===== config.mk =====
export PLATFORM = sky130hd
export DESIGN_NAME = aib_tx_arbiter
export DESIGN_NICKNAME = d
export VERILOG_FILES = /design/src/rtl/aib_tx_arb_pkg.sv /design/src/rtl/aib_tx_arbiter_pick.sv /design/src/rtl/aib_tx_arbiter.sv
export SDC_FILE = /design/constraint.sdc
export NUM_CORES = 1
export LEC_CHECK = 0
export ABC_CLOCK_PERIOD_IN_PS = 4500
export CAP_MARGIN = 15
export CORE_AREA = 2 2 173 175
export CTS_BUF_LIST = sky130_fd_sc_hd__clkbuf_2
export CTS_CLUSTER_SIZE = 24
export DETAILED_ROUTE_END_ITERATION = 12
export DIE_AREA = 0 0 175 177
export SLEW_MARGIN = 15
export SYNTH_ARGS = -nofsm -noshare
export SYNTH_HDL_FRONTEND = slang
export SYNTH_SLANG_ARGS = --single-unit

===== constraint.sdc =====
create_clock -name i_aib_clk -period 4.5 [get_ports i_aib_clk]
set_clock_uncertainty 0.2 [all_clocks]
set_input_delay 0.675 -clock i_aib_clk [delete_from_list [all_inputs] [get_ports i_aib_clk]]
set_output_delay 0.675 -clock i_aib_clk [all_outputs]
set_load 0.02 [all_outputs]

===== src/rtl/aib_tx_arb_pkg.sv =====
// Shared types and helpers for the AIB Tx arbiter slice.
package aib_tx_arb_pkg;

   typedef enum logic {ARB_IDLE, ARB_LOCKED} arb_state_t;

   localparam int unsigned AIB_DATA_W = 72;

   function automatic int unsigned rr_next(input int unsigned id, input int unsigned n);
      return (id + 1 == n) ? 0 : id + 1;
   endfunction

endpackage


===== src/rtl/aib_tx_arbiter_pick.sv =====
// Combinational round-robin picker: first set request at or after ptr_i, wrapping.
module aib_rr_pick
   import aib_tx_arb_pkg::*;
#(
   parameter int unsigned NUM_REQ = 4
) (
   input  logic [NUM_REQ-1:0]         req_i,
   input  logic [$clog2(NUM_REQ)-1:0] ptr_i,
   output logic [NUM_REQ-1:0]         grant_o,
   output logic [$clog2(NUM_REQ)-1:0] id_o,
   output logic                       any_o
);

   localparam int unsigned IDW = $clog2(NUM_REQ);

   int unsigned idx;

   always_comb begin
      grant_o = '0;
      id_o    = '0;
      any_o   = 1'b0;
      idx     = 0;
      for (int unsigned i = 0; i < NUM_REQ; i++) begin
         idx = (32'(ptr_i) + i) % NUM_REQ;
         if (!any_o && req_i[IDW'(idx)]) begin
            any_o             = 1'b1;
            id_o              = IDW'(idx);
            grant_o[IDW'(idx)] = 1'b1;
         end
      end
   end

endmodule


===== src/rtl/aib_tx_arbiter.sv =====
// Packet-locked round-robin arbiter feeding the adapter Tx port through a one-stage slice.
// Optional per-requester beat counters: define AIB_TX_ARB_STATS_EN.
module aib_tx_arbiter
   import aib_tx_arb_pkg::*;
#(
   parameter int unsigned NUM_REQ = 4,
   parameter int unsigned DATA_W  = AIB_DATA_W,
   parameter int unsigned CNT_W   = 16
) (
   input  logic                              i_aib_clk,
   input  logic                              i_rst_n,
   input  logic [NUM_REQ-1:0]                c_req_en,
   input  logic [NUM_REQ-1:0]                i_req_valid,
   input  logic [NUM_REQ-1:0]                i_req_last,
   input  logic [NUM_REQ-1:0][DATA_W-1:0]    i_req_data,
   output logic [NUM_REQ-1:0]                o_req_ready,
   output logic                              o_tx_valid,
   input  logic                              i_tx_ready,
   output logic [DATA_W-1:0]                 o_tx_data,
   output logic [$clog2(NUM_REQ)-1:0]        o_grant_id,
   output logic                              o_busy,
   output logic [NUM_REQ-1:0][CNT_W-1:0]     o_beat_cnt
);

   localparam int unsigned IDW = $clog2(NUM_REQ);

   arb_state_t         state_q, state_d;
   logic [IDW-1:0]     ptr_q, ptr_d, grant_q, grant_d, sel_id, pick_id;
   logic [NUM_REQ-1:0] pick_onehot, req_ready, acc_vec;
   logic               pick_any, slot_free, accept;
   logic               tx_valid_q;
   logic [DATA_W-1:0]  tx_data_q;

   assign slot_free = !tx_valid_q || i_tx_ready;

   aib_rr_pick #(.NUM_REQ(NUM_REQ)) u_pick (
      .req_i   (i_req_valid & c_req_en),
      .ptr_i   (ptr_q),
      .grant_o (pick_onehot),
      .id_o    (pick_id),
      .any_o   (pick_any)
   );

   always_comb begin
      state_d   = state_q;
      ptr_d     = ptr_q;
      grant_d   = grant_q;
      sel_id    = grant_q;
      req_ready = '0;
      case (state_q)
         ARB_IDLE: begin
            sel_id = pick_id;
            if (pick_any && slot_free) begin
               req_ready = pick_onehot;
               if (i_req_last[pick_id]) begin
                  ptr_d = IDW'(rr_next(32'(pick_id), NUM_REQ));
               end else begin
                  state_d = ARB_LOCKED;
                  grant_d = pick_id;
               end
            end
         end
         ARB_LOCKED: begin
            // The lock ignores c_req_en; masking only affects the next arbitration.
            req_ready[grant_q] = slot_free;
            if (slot_free && i_req_valid[grant_q] && i_req_last[grant_q]) begin
               state_d = ARB_IDLE;
               ptr_d   = IDW'(rr_next(32'(grant_q), NUM_REQ));
            end
         end
         default: state_d = ARB_IDLE;
      endcase
   end

   // Gated so no beat is handshaken while reset is held.
   assign o_req_ready = req_ready & {NUM_REQ{i_rst_n}};
   assign acc_vec     = o_req_ready & i_req_valid;
   assign accept      = |acc_vec;

   always_ff @(posedge i_aib_clk or negedge i_rst_n) begin
      if (!i_rst_n) begin
         state_q <= ARB_IDLE;
         ptr_q   <= '0;
         grant_q <= '0;
      end else begin
         state_q <= state_d;
         ptr_q   <= ptr_d;
         grant_q <= grant_d;
      end
   end

   always_ff @(posedge i_aib_clk or negedge i_rst_n) begin
      if (!i_rst_n) begin
         tx_valid_q <= 1'b0;
         tx_data_q  <= '0;
      end else if (accept) begin
         tx_valid_q <= 1'b1;
         tx_data_q  <= i_req_data[sel_id];
      end else if (i_tx_ready) begin
         tx_valid_q <= 1'b0;
      end
   end

   assign o_tx_valid = tx_valid_q;
   assign o_tx_data  = tx_data_q;
   assign o_grant_id = grant_q;
   assign o_busy     = (state_q == ARB_LOCKED);

`ifdef AIB_TX_ARB_STATS_EN
   logic [NUM_REQ-1:0][CNT_W-1:0] cnt_q, cnt_d;

   always_comb begin
      cnt_d = cnt_q;
      for (int unsigned i = 0; i < NUM_REQ; i++) begin
         if (acc_vec[i] && (cnt_q[i] != '1)) cnt_d[i] = cnt_q[i] + CNT_W'(1);
      end
   end

   always_ff @(posedge i_aib_clk or negedge i_rst_n) begin
      if (!i_rst_n) cnt_q <= '0;
      else          cnt_q <= cnt_d;
   end

   assign o_beat_cnt = cnt_q;
`else
   assign o_beat_cnt = '0;
`endif

endmodule


[Word level (Yosys, flattened, before mapping)]
Cells that the tools add are included.
Storage, ports and cells
  flip-flop bits (word level): 78
  bits of input ports: 303
  output and inout bits: 144
  logic and storage cells: 109
Cells by class
  add/sub/neg operators: 5
  $lt $le $gt $ge: 12
  equality and inequality tests: 5
  multiplexer cells: 53
  bitwise logic cells: 9
  reduce and logical (&&, ||, !) cells: 20
Operators by type and width (number)
  binary-select mux 72 bit (select 2 bit): 1
  2-to-1 mux 72 bit: 1
  < comparator 2 x 3 -> 1 bit (second input constant): 7
  2-to-1 mux 1 bit: 21
  2-to-1 mux 2 bit: 10
  2-to-1 mux 4 bit: 5
  bitwise AND 4 bit: 4
  binary-select mux 1 bit (select 2 bit): 7
  OR 4 bit: 3
  logical AND 1 bit: 11
  demux 1 bit (select 2 bit): 5
  >= comparator 2 x 1 -> 1 bit (second input constant): 5
  one-hot mux 4 bit (2 select lines): 1
  adder 2 x 1 -> 3 bit (second input constant): 2
  equality test 3 bit (second input constant): 2
  AND reduction 3 bit: 2
  adder 2 bit (second input constant): 2
  zero test 1 bit: 4
  != test 2 bit (second input constant): 2
  one-hot mux 2 bit (2 select lines): 1
  OR reduction 4 bit: 1
  adder 2 x 1 -> 2 bit (second input constant): 1
  != test 2 x 1 -> 1 bit (second input constant): 1
  NOT 1 bit: 2
  other kinds (3): 3

[Logic depth before layout (Yosys ltp)]
Gate-level depths: netlist of run 1.
  word-level depth: 20
  depth in mapped cells: 14
  gate-level depth less buffers: 10

[Hierarchy]
Synthesis of run 1 repeated with hierarchy kept, for this count alone.
Unflattened totals
  cell total of the unflattened synthesis: 412
  area total of the unflattened synthesis: 5858.1 sq um
Modules (own cells, without submodules)
  aib_tx_arbiter: times used 1, cells each 367, area an instance 5439.0 sq um
  aib_rr_pick: times used 1, cells each 45, area an instance 419.2 sq um

[Worst setup path before layout of run 1]
OpenSTA, ideal clock, no wires.
  path kind: reg-to-reg
  start point: register with a tool-made name
  end point: register tx_data_q[58] (netlist: o_tx_data[58])
  library setup time: 0.125 ns
  arrival: 3.569 ns
  data required time: 4.175 ns
  slack: 0.607 ns
  cell stages (with the launch flop): 13
  period minus slack after synthesis: 3.893 ns
  path through: dfrtp_1 -> buf_2 -> clkinv_1 -> ha_1 -> clkbuf_1 -> a21boi_0 -> o221ai_1 -> o31ai_1 -> a221oi_1 -> a31oi_1 -> a221oi_4 -> buf_6 -> mux2_2
RTL lines
  to (signal assigned): RTL line aib_tx_arbiter.sv:98  | tx_data_q <= i_req_data[sel_id];
  to (decl): RTL line aib_tx_arbiter.sv:32  | logic [DATA_W-1:0] tx_data_q;

[Worst setup path in the final report of run 1]
  start point: input port c_req_en[2]
  end point: output port o_req_ready[2]
Between the ends
  longest elaborated chain between the ends: 17
  elaborated cells on any way between the ends: 30
  those cells by class: 18 x mux; 5 x bitwise; 7 x reduce/logical
Ends and longest elaborated chain
  from (decl): RTL line aib_tx_arbiter.sv:12  | input logic [NUM_REQ-1:0] c_req_en,
  bitwise AND 4 bit *: RTL line aib_tx_arbiter.sv:37  | .req_i (i_req_valid & c_req_en),
  binary-select mux 1 bit (select 2 bit): RTL line aib_tx_arbiter_pick.sv:25  | if (!any_o && req_i[IDW'(idx)]) begin
  2-to-1 mux 1 bit (not written as such): RTL line aib_tx_arbiter_pick.sv:25
  2-to-1 mux 1 bit: RTL line aib_tx_arbiter_pick.sv:25
  zero test 1 bit: RTL line aib_tx_arbiter_pick.sv:25
  logical AND 1 bit: RTL line aib_tx_arbiter_pick.sv:25
  2-to-1 mux 1 bit: RTL line aib_tx_arbiter_pick.sv:25
  zero test 1 bit: RTL line aib_tx_arbiter_pick.sv:25
  logical AND 1 bit: RTL line aib_tx_arbiter_pick.sv:25
  2-to-1 mux 1 bit: RTL line aib_tx_arbiter_pick.sv:25
  zero test 1 bit: RTL line aib_tx_arbiter_pick.sv:25
  logical AND 1 bit: RTL line aib_tx_arbiter_pick.sv:25
  2-to-1 mux 1 bit: RTL line aib_tx_arbiter_pick.sv:25
  logical AND 1 bit: RTL line aib_tx_arbiter.sv:53  | if (pick_any && slot_free) begin
  2-to-1 mux 4 bit *: RTL line aib_tx_arbiter.sv:53
  one-hot mux 4 bit (2 select lines) *: RTL line aib_tx_arbiter.sv:50  | case (state_q)
  bitwise AND 4 bit *: RTL line aib_tx_arbiter.sv:76  | assign o_req_ready = req_ready & {NUM_REQ{i_rst_n}};
  to (decl): RTL line aib_tx_arbiter.sv:16  | output logic [NUM_REQ-1:0] o_req_ready,
Mark *: on every way between the ends. The rest lies on a longest branch, timed or not. The select of a mux whose other input is x is not followed.

==> results of run 1 <==
logic make-up (layout without fill, tap and decap cells):
kind of cell / count (synthesis) / after routing
AO/OA/AOI/OAI: 57 / 57
AND/OR/NAND/NOR: 61 / 61
adder cells (fa/ha/maj): 12 / 12
flip-flops: 78 / 78
other: 1 / 66
XOR/XNOR: 1 / 1
buffers and inverters: 109 / 430
multiplexers: 293 / 293
path summary, 6_finish.rpt:
kind                                              to  slack (ns)
setup / recovery                      o_req_ready[2]        0.18
hold / removal             o_tx_data[54]$_DFFE_PN0P_        0.32
setup reg to reg           o_tx_data[43]$_DFFE_PN0P_        0.93
hold reg to reg            o_tx_data[54]$_DFFE_PN0P_        0.32
max in group asynchronous  o_tx_data[49]$_DFFE_PN0P_        2.65
min in group asynchronous  o_tx_data[26]$_DFFE_PN0P_        0.40
metal layers:
metal | vias to the layer above | routed length [um] | global-route usage
met3 | 11 | 1655 | 0.03802
li1 | 2889 | - | -
met2 | 287 | 12360 | 0.2711
met1 | 2781 | 8784 | 0.1584
met4 | 0 | 225 | 0.03090
met5 | - | 0 | 0
cell usage after synthesis, types with 4 or more instances:
| cell type | number | area [um2] |
|---|---|---|
| buf_4 | 64 | 480.5 |
| clkbuf_1 | 17 | 63.81 |
| o211ai_1 | 4 | 30.03 |
| nand2_1 | 19 | 71.32 |
| mux2_2 | 24 | 270.3 |
| buf_6 | 7 | 78.83 |
| ha_1 | 12 | 150.1 |
| mux2_1 | 48 | 540.5 |
| buf_2 | 12 | 60.06 |
| inv_1 | 7 | 26.28 |
| nor2_1 | 5 | 18.77 |
| mux2i_1 | 219 | 2192 |
| o21ai_0 | 13 | 65.06 |
| dfrtp_1 | 78 | 1952 |
| a221oi_1 | 4 | 35.03 |
| a21oi_1 | 7 | 35.03 |
| nand3_1 | 10 | 50.05 |
| and2_1 | 4 | 25.02 |
| nor3_1 | 7 | 35.03 |
repair_timing:
action | 4_1_cts | 5_1_grt
resized for setup | 0 | 3
hold buffers | 1 | 0
setup endpoints to repair | 0 | 4
hold endpoints to repair | 28 | 0
area by class of cell:
| class | count | area, um2 |
|---|---|---|
| well taps | 390 | 488.0 |
| flip-flops and latches | 78 | 1952 |
| fillers | 2945 | 18360 |
| repair buffers | 406 | 4081 |
| multi-input cells | 488 | 4230 |
| clock inverters | 7 | 55.05 |
| diodes | 2 | 5.005 |
| clock buffers | 9 | 45.04 |
| inverters | 8 | 30.03 |
sequential cells by signal (all words and copies together) (netlist names), named ones only:
register	count
o_tx_data	72
o_grant_id	2
o_busy	1
o_tx_valid	1
ptr_q	1
power by group:
part	leakage (nW)	total, mW	internal (mW)	switching [mW]
clock network	0.0646	0.374	0.0801	0.294
logic	3.52	5.16	2.59	2.57
registers	0.919	1.30	1.08	0.221
metrics by stage:
step | hold slack, ns | util | setup WS, ns
2_1_floorplan | 0.1794 | - | 0.6067
3_3_place_gp | 0.2737 | 0.3679 | 0.1471
3_5_place_dp | 0.2806 | 0.3679 | 0.1152
4_1_cts | 0.3322 | 0.3716 | 0.08204
5_1_grt | 0.3424 | 0.3723 | 0.02583
6_report | 0.3249 | 0.3723 | 0.1832
==> summary.md, run 1 <==
| Metric | Value |
|---|---|
| Grt total ovfl | 0 |
| Pwr/cell area | 627.7 mW/mm2 |
| Largest family of logic cells by synthesized area | multiplexers |
| Critical Setup Path Class | in2out |
| Final Setup Violations | 0 |
| CTS root buf | clkbuf_2 |
| Slowest cell on the critical path | clkdlybuf4s50_1 |
| Most frequent cells in the layout | clkdlybuf4s50_1, mux2i_1, dfrtp_1 |
| Global-route wire length before repair | 33820 um |
| Worst min path class | reg2reg |
| Hold depth | 1 |
| Synth Area in Compound Gates | 0.06589 |
| Die height | 177 um |
| RSZ-0062 raised after global routing | no |
| Post-layout min period | 4.317 ns |
| Largest net degree at the start of global routing | 55 |
| Slew Viols, Final | 0 |
| Most common cell after layout, fill and taps aside | clkdlybuf4s50_1 |
| Crit path buffers/inverters | 2 |
| Crit Path Max Fanout | 8 |
| DR vias | 5968 |
| Cells after synthesis | 612 |
| MaxCap Viol Count | 0 |
| Post-synthesis cell area | 0.006628 mm2 |
| Core Rows | 63 |
| Synth warn | 0 |
| DRC viols | 0 |
| Final period util | 0.9593 |
| Cts bufs inserted | 9 |
| Gpl congestion | 0.8746 |
| CTS Sinks | 78 |
| Final Routed Wirelength | 23030 um |
| IO Pins | 447 |
| DRT Pass-1 Iters | 4 |
| Hold Crit Start | o_tx_data[54]$_DFFE_PN0P_ |
| Most frequent CP cell | clkdlybuf4s50_1 |
| CTS Buffer Depth | 2 |
| Finished Cell Area | 0.01089 mm2 |
| CTS tree | done |
| H-tree Lvls | 3 |
| VDD IR max | 0.3833 mV |
| Die Wd | 175 um |
| Total power | 6.834 mW |
| Drt initial violations | 217 |
| Seq/Total Area, Yosys | 0.2945 |
| Crit end category | output pin |
| Ys flop type | dfrtp_1 |
| Reg2Reg Depth | 11 |
| Crit path cell chain | clkdlybuf4s50_1 > and2_1 > mux4_2 > a41oi_4 > nand2_1 > a31oi_1 > clkdlybuf4s50_1 |
| Placed cells | 1369 |
| Fin cells | 1388 |
| Layout cells sized above 1 | 0.07430 |
| Worst skew pair latency | 0.54 ns |
| Levels on crit path | 7 |
| Nets@finish | 1306 |
| Half-perimeter wire length after placement | 18900 um |
| Cell Area, Placed | 0.01076 mm2 |
| Post-synthesis simple-gate area fraction | 0.04682 |
| Beginning of the critical path | c_req_en[2] |
| Core Area | 0.02924 mm2 |
| Critical Path Source Type | input port |
| Initial Utilization | 0.2266 |
| Hold Vio Cnt, Final | 0 |
| Die Footprint | 0.03098 mm2 |
| Drt via density | 4.300 |
| Total global-route track usage | 0.1427 |
| Worst-margin pin slew | 0.6701 ns |
| Post-DRT Antenna Nets | 0 |
| Critical path's largest stage delay | 0.69 ns |
| Synthesized flop and latch total | 78 |
| Vias in the first global route | 6016 |
| Post-synth EDFFs | 0 |
| Setup_tns | 0 ns |
| Worst slew margin | 0.5533 |
| Mux share of post-synthesis cell area | 0.4599 |
| Crit path arrival time | 3.44 ns |
| Leakage dissipation | 4.508 nW |
| # Post-CTS Setup Buffers | 0 |
| # port buffers | 382 |
| Clock-pin slew on the worst setup and hold paths | 0.23 ns |
| Max Fclk | 231.7 MHz |
| Worst EP required | 3.62 ns |
| Antenna violations before repair | 1 |
| Crit path max-delay family | buffers and inverters |
| Status | finished, final reports clean |
| Synth Area in XOR/XNOR | 0.001322 |
| Distinct cells, synth | 49 |
| Routed len/inst | 16.59 um |
| Area growth, synth to finish | 64.26% |
| Synth async-reset ratio | 1.000 |
| Mean Syn Cell Area | 10.83 um2 |
| Post-Synth Adder-Cell Area | 0.02265 |
No activity file was read; power rests on OpenSTA's default activity.
==> inputs of run 2 (changes only) <==
Settings changed: TNS_END_PERCENT set to 10.
==> results of run 2 <==
No change in the layout: final DEF, timing and power equal those of run 1.
